`src/rtl/spi_controller.sv`:
```
// spi_controller: SPI mode 0 master that sends one 16-bit write frame {1, addr, wdata} per accepted request.
// All outputs are registered from next-state values so they line up with the state register.
module spi_controller #(
    parameter int DIV = 4,
    parameter int CW  = 8
) (
    input  logic       clk,
    input  logic       rst_n,
    input  logic       start,
    input  logic [6:0] addr,
    input  logic [7:0] wdata,
    output logic       busy,
    output logic       done,
    output logic       SCLK,
    output logic       nCS,
    output logic       COPI
);
    if (DIV < 2 || DIV > 255) begin : g_bad_div
        $error("spi_controller: DIV must be in 2..255");
    end
    if (DIV - 1 >= (1 << CW)) begin : g_bad_cw
        $error("spi_controller: CW too narrow for DIV-1");
    end

    typedef enum logic [2:0] {IDLE, SETUP, SHIFT_HI, SHIFT_LO, GAP} state_e;

    localparam logic [CW-1:0] LAST = CW'(DIV - 1);

    state_e        state_q, state_d;
    logic [CW-1:0] cnt_q, cnt_d;
    logic [3:0]    bit_q, bit_d;
    logic [15:0]   sh_q, sh_d;
    logic          busy_q, busy_d, done_q, done_d, sclk_q, sclk_d, ncs_q, ncs_d, copi_q, copi_d;
    logic          last, in_frame;

    assign last = cnt_q == LAST;

    always_comb begin
        state_d = state_q;
        cnt_d   = cnt_q + 1'b1;
        bit_d   = bit_q;
        sh_d    = sh_q;
        unique case (state_q)
            IDLE: begin
                cnt_d = '0;
                if (start) begin
                    state_d = SETUP;
                    sh_d    = {1'b1, addr, wdata};
                    bit_d   = '0;
                end
            end
            SETUP: if (last) begin
                state_d = SHIFT_HI;
                cnt_d   = '0;
            end
            SHIFT_HI: if (last) begin
                state_d = SHIFT_LO;
                cnt_d   = '0;
                // after the 16th high phase bit 0 is held through the last low phase
                if (bit_q != 4'd15) sh_d = {sh_q[14:0], 1'b0};
            end
            SHIFT_LO: if (last) begin
                state_d = (bit_q == 4'd15) ? GAP : SHIFT_HI;
                bit_d   = bit_q + 1'b1;
                cnt_d   = '0;
            end
            GAP: if (last) begin
                state_d = IDLE;
                cnt_d   = '0;
                sh_d    = '0;
            end
            default: state_d = IDLE;
        endcase
        in_frame = state_d inside {SETUP, SHIFT_HI, SHIFT_LO};
        ncs_d    = !in_frame;
        sclk_d   = state_d == SHIFT_HI;
        copi_d   = in_frame & sh_d[15];
        busy_d   = state_d != IDLE;
        done_d   = state_d == GAP && cnt_d == LAST;
    end

    always_ff @(posedge clk or negedge rst_n) begin
        if (!rst_n) begin
            state_q <= IDLE;
            cnt_q   <= '0;
            bit_q   <= '0;
            sh_q    <= '0;
            busy_q  <= 1'b0;
            done_q  <= 1'b0;
            sclk_q  <= 1'b0;
            ncs_q   <= 1'b1;
            copi_q  <= 1'b0;
        end else begin
            state_q <= state_d;
            cnt_q   <= cnt_d;
            bit_q   <= bit_d;
            sh_q    <= sh_d;
            busy_q  <= busy_d;
            done_q  <= done_d;
            sclk_q  <= sclk_d;
            ncs_q   <= ncs_d;
            copi_q  <= copi_d;
        end
    end

    assign busy = busy_q;
    assign done = done_q;
    assign SCLK = sclk_q;
    assign nCS  = ncs_q;
    assign COPI = copi_q;
endmodule
```
`config.mk`:
```
export PLATFORM = sky130hd
export DESIGN_NAME = spi_controller
export DESIGN_NICKNAME = d
export VERILOG_FILES = /design/src/rtl/spi_controller.sv
export SDC_FILE = /design/constraint.sdc
export NUM_CORES = 1
export LEC_CHECK = 0
export CORE_UTILIZATION = 51
export CTS_BUF_LIST = sky130_fd_sc_hd__clkbuf_4
export DETAILED_ROUTE_END_ITERATION = 16
export PLACE_DENSITY = 0.77
export SETUP_SLACK_MARGIN = 0.5
export SLEW_MARGIN = 0
export SYNTH_ARGS = -nofsm -noshare
export SYNTH_HDL_FRONTEND = slang
export SYNTH_SLANG_ARGS = --single-unit
export TNS_END_PERCENT = 30
```
`constraint.sdc`:
```
create_clock -name clk -period 2.3 [get_ports clk]
set_clock_uncertainty 0.15 [all_clocks]
set_input_delay 0.345 -clock clk [delete_from_list [all_inputs] [get_ports clk]]
set_output_delay 0.345 -clock clk [all_outputs]
set_load 0.005 [all_outputs]
```
==> flow_summary.toml, run 1 <==
[worst_setup_path]
worstSetupPathType = "register to register"
rr_startpoint = "cnt_q[0]$_DFF_PN0_"
r2r_setup_slack_ns = 0.02
r2r_end = "sh_q[2]$_DFFE_PN0P_"
crit_path_end_kind = "register"
worstPathMaxFanout = 8
crit_required_ns = 2.37
reg2regPathDepth = 5
start_kind = "register"
arrival_ns = 2.35

[die]
die_w_um = 61.1
core_um2 = 3340
die_h_um = 61.1
start_util_pct = 53.4
io_pins = 23
fp-row-count = 21
dieArea_um2 = 3740

[timing]
period_needed_ns = 2.28
post-route-period-util_pct = 99.1
drv_slew = 0
finalHoldViolCount = 0
slew-limit-headroom_pct = 61.8
setup_violations = 0
fin_ws_ns = 0.0214
worstMarginPinSlew_ns = 0.573
rsz0062_at_grt = "yes"
max_freq_ghz = 0.439
setup_tns_ns = 0
whs_ns = 0.266

[route]
via_per_inst = 5.82
firstDrtPassIters = 4
wirelength_um = 3830
vias = 1479
antenna_left = 0
drt_iter0_drc = 106
wl_per_cell_um = 15.1
drc_errors = 0

[global_routing]
grt_pass1_wl_um = 6040
grt_pass1_vias = 1372
grt_start_max_net_pins = 37
track_usage_pct = 22.6
antenna_found_initial = 0
grt_overflow = 0

[cts]
numCtsBuffers = 5
clk_pin_slew_worst_paths_ns = 0.10
clk_latency_ns = 0.33
cts_sinks = 36
htreeDepth = 2
cts_tree = "yes"
clock_path_buffers = 2
cts-root-buf = "clkbuf_4"

[synth]
synth_cell_types = 41
yosys_register_bits = 36
synth_ff_type = "dfrtp_1"
syn-cell-area_um2 = 1780
synthArstFlopShare_pct = 100
yosysWarnings = 0
synth_cells = 168
synth_edf_count = 0
syn_nets = 188
ys_seq_area_share_pct = 50.6
avgSynthCellArea_um2 = 10.6

[finish]
syn2layout_area_growth_pct = 26.2
layout-drive-gt1-share_pct = 20.2
fillers = 272
post-route-util_pct = 67.4
antennaDiodeCount = 0
fin_nets = 227

[pwr]
peakVddDrop_mv = 0.554
p_leak_nw = 0.957
power_mw = 2.33
powerDensity_nw_per_um2 = 1040

[min_path]
hp-class = "primary input to async pin"

[placement]
numPortBuffers = 22
globalplace.congestion = 0.865
preCtsSetupSlack_ns = -0.00220
dp_hpwl_um = 2580

[flow_run]
maxCapViolCount = 0

[outcome]
status = "finished, final reports clean"
## metrics by stage
| stage | cells | cell area [um^2] |
|---|---|---|
| final | 254 | 2250 |
| after global routing | 254 | 2250 |
| after CTS | 252 | 2220 |
| after detailed placement | 244 | 2150 |
| after global placement | 244 | 2150 |
| after floorplan | 168 | 1790 |
## power by group
part           internal, mW  switching (mW)  leakage [nW]
Clock                 0.141           0.192        0.0338
Sequential            0.852           0.169         0.444
Combinational         0.513           0.467         0.480
## flip-flops by register name, summed over array words and instances, names as in the netlist
| name | cells |
|---|---|
| cnt_q | 8 |
| state_q | 3 |
| bit_q | 4 |
| COPI | 1 |
| done | 1 |
| sh_q | 16 |
| SCLK | 1 |
| busy | 1 |
| nCS | 1 |
## layout make-up
| type | count | area [um^2] | share of cell area (%) |
|---|---|---|---|
| sequential | 36 | 902 | 40.1 |
| tap | 46 | 57.6 | 2.56 |
| timing repair buffer | 42 | 370 | 16.5 |
| multi-input combinational | 121 | 860 | 38.2 |
| clock buffer | 7 | 52.6 | 2.34 |
| inverter | 1 | 3.75 | 0.167 |
| clock inverter | 1 | 3.75 | 0.167 |
## cell usage in the layout, fill, tap and decap left out, types with 2 or more instances in the layout
master | netlist | layout
nand2b_1 | 4 | 4
o21ai_0 | 2 | 2
nor2_1 | 12 | 10
clkdlybuf4s50_1 | 0 | 22
o31ai_1 | 2 | 2
clkbuf_4 | 0 | 7
buf_4 | 0 | 20
nor4b_2 | 0 | 2
nor2b_1 | 3 | 3
a21oi_1 | 5 | 5
nor3b_1 | 2 | 2
nor3_1 | 5 | 5
xor2_1 | 5 | 5
a221o_2 | 3 | 3
a31oi_1 | 3 | 3
nand4_1 | 3 | 3
nand2_1 | 6 | 6
nor4_1 | 2 | 2
and2_1 | 15 | 15
xnor2_1 | 4 | 4
dfrtp_1 | 35 | 35
nand3_1 | 12 | 12
a221o_1 | 11 | 11
## worst max-delay path by stage
stage / slack, ns / end / startpoint / cells after the start
global placement: 0.03 / sh_q[1]$_DFFE_PN0P_ / cnt_q[0]$_DFF_PN0_ / 5
global route: -0.002 / sh_q[14]$_DFFE_PN0P_ / cnt_q[0]$_DFF_PN0_ / 5
detailed placement: -0.002 / sh_q[2]$_DFFE_PN0P_ / cnt_q[0]$_DFF_PN0_ / 5
finish: 0.02 / sh_q[2]$_DFFE_PN0P_ / cnt_q[0]$_DFF_PN0_ / 5
floorplan: -0.02 / sh_q[3]$_DFFE_PN0P_ / cnt_q[0]$_DFF_PN0_ / 7
CTS: 0.08 / sh_q[2]$_DFFE_PN0P_ / cnt_q[0]$_DFF_PN0_ / 5
## routing by layer
metal / vias to the layer above / track usage [%] / part of all wire (%)
li1: 705 / - / -
met1: 719 / 29.3 / 44
met2: 45 / 35.6 / 49
met3: 10 / 6.93 / 4.8
met4: 0 / 9.09 / 1.7
met5: - / 0 / 0
## logic make-up (layout without fill, tap and decap cells)
kind of cell	Yosys count	after routing	share of synthesized area [%]
xor gates and xnor gates	9	9	4.42
AOI/OAI and AO/OA	35	36	16.2
adders and majority gates	3	3	1.96
buffers and inverters	12	51	3.58
DFF	36	36	50.6
and+or+nand+nor	73	73	23.2
## synthesized netlist by cell type (3+ instances only)
library cell  count  area, um^2
dfrtp_1          35         876
and2_1           15        93.8
nand3_1          12        60.1
nor2_1           12        45.0
a221o_1          11         110
clkbuf_1          6        22.5
nand2_1           6        22.5
a21oi_1           5        25.0
nor3_1            5        25.0
xor2_1            5        43.8
nand2b_1          4        25.0
xnor2_1           4        35.0
a221o_2           3        33.8
a31oi_1           3        18.8
buf_2             3        15.0
nand4_1           3        18.8
nor2b_1           3        18.8
nor4b_1           3        26.3
## critical path, cell delays in order, from the launching register on
cell     delay, ns
dfrtp_1       0.37
ha_2          0.18
or4b_4        0.47
o32a_1        0.35
a21o_4        0.25
a221o_2       0.39
## what timing repair did
action,4_1_cts,5_1_grt
gates cloned,0,1
setup buffers,0,1
pin swaps,0,3
hold endpoints to repair,0,0
endpoints found under the setup margin,37,37
gates resized for setup,2,5
hold buffers,0,0
(Power assumes the default switching activity.)
==> run 2: changes to the inputs <==
--- a/config.mk
+++ b/config.mk
@@ -5,6 +5,7 @@
 export SDC_FILE = /design/constraint.sdc
 export NUM_CORES = 1
 export LEC_CHECK = 0
+export CORE_MARGIN = 4
 export CORE_UTILIZATION = 51
 export CTS_BUF_LIST = sky130_fd_sc_hd__clkbuf_4
 export DETAILED_ROUTE_END_ITERATION = 16
==> run 2 against run 1 <==
Flip-flop and latch count unchanged. Clock power increased by 33%. Sequential share of layout area decreased by 2.5 points. Cell area rose by 6.6%. Global-route usage is 3.1 points lower. Combinational power up 17%. Power is 11% higher. Critical path depth unchanged. Non-clock buffer count unchanged. Critical endpoint unchanged.
==> flow_summary.toml, run 2 (same netlist as run 1, synthesis figures left out) <==
[outcome]
status = "finished, final reports clean"

[timing]
max_freq_ghz = 0.436
post-route-period-util_pct = 99.8
drv_slew = 0
fin_ws_ns = 0.00464
period_needed_ns = 2.30
setup_violations = 0
rsz0062_at_grt = "yes"
setup_tns_ns = 0
slew-limit-headroom_pct = 68.2
finalHoldViolCount = 0
worstMarginPinSlew_ns = 0.476

[finish]
fin_nets = 226
antennaDiodeCount = 0
largestRegisters = "sh_q x16, cnt_q x8, bit_q x4"
final_common_cell = "dfrtp_1"
syn2layout_area_growth_pct = 34.5
seqCellArea_um2 = 902
layout-drive-gt1-share_pct = 27.5
multi_input_area_um2 = 975
top_register = "sh_q"
final_cell_mix = "dfrtp_1, clkdlybuf4s50_1, buf_4"
largest_reg_flops = 16
fillers = 260

[route]
vias = 1490
wl_per_cell_um = 16.5
antenna_left = 0
via_per_inst = 5.89
firstDrtPassIters = 4
drc_errors = 0
wirelength_um = 4190
drt_iter0_drc = 117

[die]
core_um2 = 3360
dieArea_um2 = 4510
io_pins = 23
fp-row-count = 21
start_util_pct = 53.0
die_h_um = 67.1
die_w_um = 67.1

[worst_setup_path]
cp-endpoint = "sh_q[2]$_DFFE_PN0P_"
r2r_end = "sh_q[2]$_DFFE_PN0P_"
worstSetupPathType = "register to register"
reg2regPathDepth = 5
rr_startpoint = "cnt_q[0]$_DFF_PN0_"
crit_required_ns = 2.39
cp-startpoint = "cnt_q[0]$_DFF_PN0_"
worstPathMaxFanout = 15
arrival_ns = 2.38
crit_path_end_kind = "register"
start_kind = "register"
r2r_setup_slack_ns = 0.005

[cts]
cts_tree = "yes"
cts-root-buf = "clkbuf_4"
clk_pin_slew_worst_paths_ns = 0.13
htreeDepth = 2
clk_latency_ns = 0.36
cts_sinks = 36
numCtsBuffers = 5
clock_path_buffers = 2

[global_routing]
grt_start_max_net_pins = 37
grt_pass1_vias = 1447
grt_pass1_wl_um = 6520
track_usage_pct = 19.6
grt_overflow = 0
antenna_found_initial = 0

[placement]
globalplace.congestion = 0.897
dp_hpwl_um = 2730
preCtsSetupSlack_ns = -0.0371
numPortBuffers = 22

[min_path]
hp-class = "primary input to async pin"

[pwr]
p_leak_nw = 0.998
powerDensity_nw_per_um2 = 1080
peakVddDrop_mv = 0.496

[flow_run]
maxCapViolCount = 0
run 2: changes by cell type in the layout (fill, tap and decap cells not counted), moves of 2 or more:
cell	change
o31ai_1	-2
nand3_1	-2
nor2_1	-2
a21oi_2	+4
buf_4	-2
buf_6	+2
nand3_4	+2
clkbuf_4	-2
o21ai_0	-2
nor2_2	+2
a21oi_1	-4
run 2: what timing repair did:
item | CTS | global route
buffers inserted | 0 | 1
endpoints found under the hold margin | 0 | 0
pin swaps | 0 | 21
endpoints found under the setup margin | 37 | 37
gates resized for setup | 2 | 33
hold buffers | 0 | 0
run 2: layout make-up:
class                   instances  share of cell area [%]
well taps                      46                    2.40
repair buffers                 42                    15.9
inverters                       1                   0.156
flip-flops and latches         36                    37.6
clock buffers                   5                    1.56
clock inverters                 3                    1.77
multi-input cells             120                    40.6
run 2: per-layer routing:
metal | up-vias | routed length (um) | global-route usage, % | share of wire [%]
met5 | - | 0 | 0 | 0
met4 | 0 | 153 | 12.2 | 3.7
met3 | 16 | 206 | 5.40 | 4.9
met2 | 51 | 2060 | 30.9 | 49
met1 | 729 | 1770 | 23.4 | 42
li1 | 694 | - | - | -
run 2: worst min path at each step:
stage,slack (ns),from,cells past startpoint,to
after floorplan,-0.10,rst_n,0,COPI$_DFF_PN0_
after global placement,0.34,sh_q[0]$_DFFE_PN0P_,1,sh_q[0]$_DFFE_PN0P_
after detailed placement,0.34,sh_q[13]$_DFFE_PN0P_,1,sh_q[14]$_DFFE_PN0P_
after CTS,0.25,rst_n,2,done$_DFF_PN0_
after global routing,0.26,rst_n,2,done$_DFF_PN0_
final,0.24,rst_n,2,done$_DFF_PN0_
run 2: worst max-delay path, cell delays in order, from the launching register on:
cell	delay [ns]
dfrtp_1	0.38
ha_2	0.18
or4b_4	0.46
o32a_1	0.32
a21o_4	0.27
a221o_2	0.41
run 2: power breakdown:
part / switching (mW) / internal (mW) / total [mW]
Sequential: 0.151 / 0.850 / 1.00
Clock: 0.217 / 0.227 / 0.443
Combinational: 0.590 / 0.556 / 1.15
Total: 0.958 / 1.63 / 2.59
run 2: stage by stage:
step / utilization, % / power (mW) / area (um^2) / hold WS, ns / cells
5_1_grt: 71.3 / 2.75 / 2400 / 0.256 / 253
4_1_cts: 66.6 / 2.40 / 2240 / 0.248 / 252
3_5_place_dp: 64.0 / 1.95 / 2150 / 0.344 / 244
6_report: 71.3 / 2.59 / 2400 / 0.237 / 253
2_1_floorplan: - / 1.63 / 1790 / -0.101 / 168
3_3_place_gp: 64.0 / 1.91 / 2150 / 0.339 / 244
==> run 3: changes to the inputs <==
--- a/config.mk
+++ b/config.mk
@@ -10,8 +10,8 @@
 export CTS_BUF_LIST = sky130_fd_sc_hd__clkbuf_4
 export DETAILED_ROUTE_END_ITERATION = 16
 export PLACE_DENSITY = 0.77
+export REMOVE_ABC_BUFFERS = 1
 export SETUP_SLACK_MARGIN = 0.5
-export SLEW_MARGIN = 0
 export SYNTH_ARGS = -nofsm -noshare
 export SYNTH_HDL_FRONTEND = slang
 export SYNTH_SLANG_ARGS = --single-unit
==> run 3 against run 2 <==
Flip-flop and latch count unchanged. Via count shrank 0.40%. First-iteration DRC count shrank 36%. Sequential share of layout area rose by 0.58 points. Global-route usage is 0.55 points higher. Fmax up 2.7%. Setup slack improved by 0.061 ns. Largest cell class unchanged. Combinational power fell by 3%.
==> flow_summary.toml, run 3 (same netlist as run 1, synthesis figures left out) <==
[cts]
clock_path_buffers = 2
numCtsBuffers = 5
cts_sinks = 36
cts-root-buf = "clkbuf_4"
clk_pin_slew_worst_paths_ns = 0.11
htreeDepth = 2
clk_latency_ns = 0.34
cts_tree = "yes"

[die]
die_h_um = 67.1
fp-row-count = 21
die_w_um = 67.1
start_util_pct = 53.0
dieArea_um2 = 4510
io_pins = 23
core_um2 = 3360

[worst_setup_path]
cp_slowest_stage_delay_ns = 0.46
arrival_ns = 2.32
worstSetupPathType = "register to register"
crit_chain = "ha_2 -> or4b_4 -> o32a_1 -> a21o_4 -> a221o_2"
r2r_setup_slack_ns = 0.07
rr_startpoint = "cnt_q[0]$_DFF_PN0_"
crit_buf_inv = 0
r2r_end = "sh_q[2]$_DFFE_PN0P_"
reg2regPathDepth = 5
cp_top_family = "compound AO/OA/AOI/OAI gates"
crit_required_ns = 2.39
worstPathMaxFanout = 8
start_kind = "register"
crit_path_top_delay_cell = "or4b_4"
crit_path_end_kind = "register"

[finish]
finalInstanceArea_um2 = 2360
layout-drive-gt1-share_pct = 24.5
final_common_cell = "dfrtp_1"
syn2layout_area_growth_pct = 32.5
largestRegisters = "sh_q x16, cnt_q x8, bit_q x4"
top_register = "sh_q"
finalNonFillerCells = 254
antennaDiodeCount = 0
final_cell_mix = "dfrtp_1, clkdlybuf4s50_1, buf_4"
largest_reg_flops = 16
fin_nets = 227

[route]
drt_iter0_drc = 75
wirelength_um = 4050
via_per_inst = 5.84
antenna_left = 0
firstDrtPassIters = 4
wl_per_cell_um = 16.0
drc_errors = 0
vias = 1484

[global_routing]
grt_pass1_wl_um = 6870
grt_overflow = 0
antenna_found_initial = 0
track_usage_pct = 20.1
grt_pass1_vias = 1497
grt_start_max_net_pins = 37

[timing]
whs_ns = 0.248
setup_violations = 0
period_needed_ns = 2.23
finalHoldViolCount = 0
post-route-period-util_pct = 97.1
drv_slew = 0
max_freq_ghz = 0.448
worstMarginPinSlew_ns = 0.453
slew-limit-headroom_pct = 69.8
rsz0062_at_grt = "yes"

[pwr]
powerDensity_nw_per_um2 = 1080
peakVddDrop_mv = 0.509
p_leak_nw = 0.999

[flow_run]
maxCapViolCount = 0

[outcome]
status = "finished, final reports clean"

[placement]
globalplace.congestion = 0.880
numPortBuffers = 22
dp_hpwl_um = 2710
placed_cells = 244
dpl-instance-area_um2 = 2150

[min_path]
hp-class = "primary input to async pin"
-- run 3: worst register-to-register path, cell delays in order (launching register included) --
cell and delay (ns):
dfrtp_1 0.37, ha_2 0.18, or4b_4 0.46, o32a_1 0.35
a21o_4 0.26, a221o_2 0.36
-- run 3: layer usage --
metal	share of wire (%)	global-route usage, %	vias up
met2	52	34.0	30
met5	0	0	-
met3	4.0	4.05	5
met1	43	25.9	752
met4	1.1	6.08	0
li1	-	-	697
-- run 3: how the worst max path moves through the flow --
| stage | endpoint | start | cells past startpoint |
|---|---|---|---|
| final | sh_q[2]$_DFFE_PN0P_ | cnt_q[0]$_DFF_PN0_ | 5 |
| after global routing | sh_q[2]$_DFFE_PN0P_ | cnt_q[0]$_DFF_PN0_ | 5 |
| after CTS | sh_q[2]$_DFFE_PN0P_ | cnt_q[0]$_DFF_PN0_ | 5 |
| after detailed placement | sh_q[2]$_DFFE_PN0P_ | cnt_q[0]$_DFF_PN0_ | 5 |
| after global placement | sh_q[2]$_DFFE_PN0P_ | cnt_q[0]$_DFF_PN0_ | 5 |
| after floorplan | bit_q[2]$_DFFE_PN0P_ | state_q[0]$_DFF_PN0_ | 3 |
-- run 3: repair_timing --
item | 4_1_cts | 5_1_grt
hold buffers | 0 | 0
gates resized for setup | 3 | 23
pin swaps | 7 | 14
cloned | 1 | 0
setup buffers | 0 | 1
endpoints found under the setup margin | 37 | 37
-- run 3: final cells by class --
type / instances / area (um^2)
tap: 46 / 57.6
multi-input combinational: 121 / 935
inverter: 1 / 3.75
clock buffer: 5 / 37.5
sequential: 36 / 902
fill: 266 / 1000
clock inverter: 3 / 42.5
timing repair buffer: 42 / 384
-- run 3: stage by stage --
step	power (mW)	TNS (ns)	util (%)	setup WS, ns
5_1_grt	2.71	-0.0102	70.2	-0.00697
3_5_place_dp	1.95	-0.984	63.9	-0.106
4_1_cts	2.43	0	66.9	0.0654
2_1_floorplan	1.57	-1.90	-	-0.207
6_report	2.54	0	70.2	0.0660
3_3_place_gp	1.90	-0.0932	63.9	-0.0315
-- run 3: report_power, final --
part / internal [mW] / total (mW) / switching [mW]
clock network: 0.227 / 0.447 / 0.220
logic: 0.551 / 1.11 / 0.555
registers: 0.850 / 0.990 / 0.140
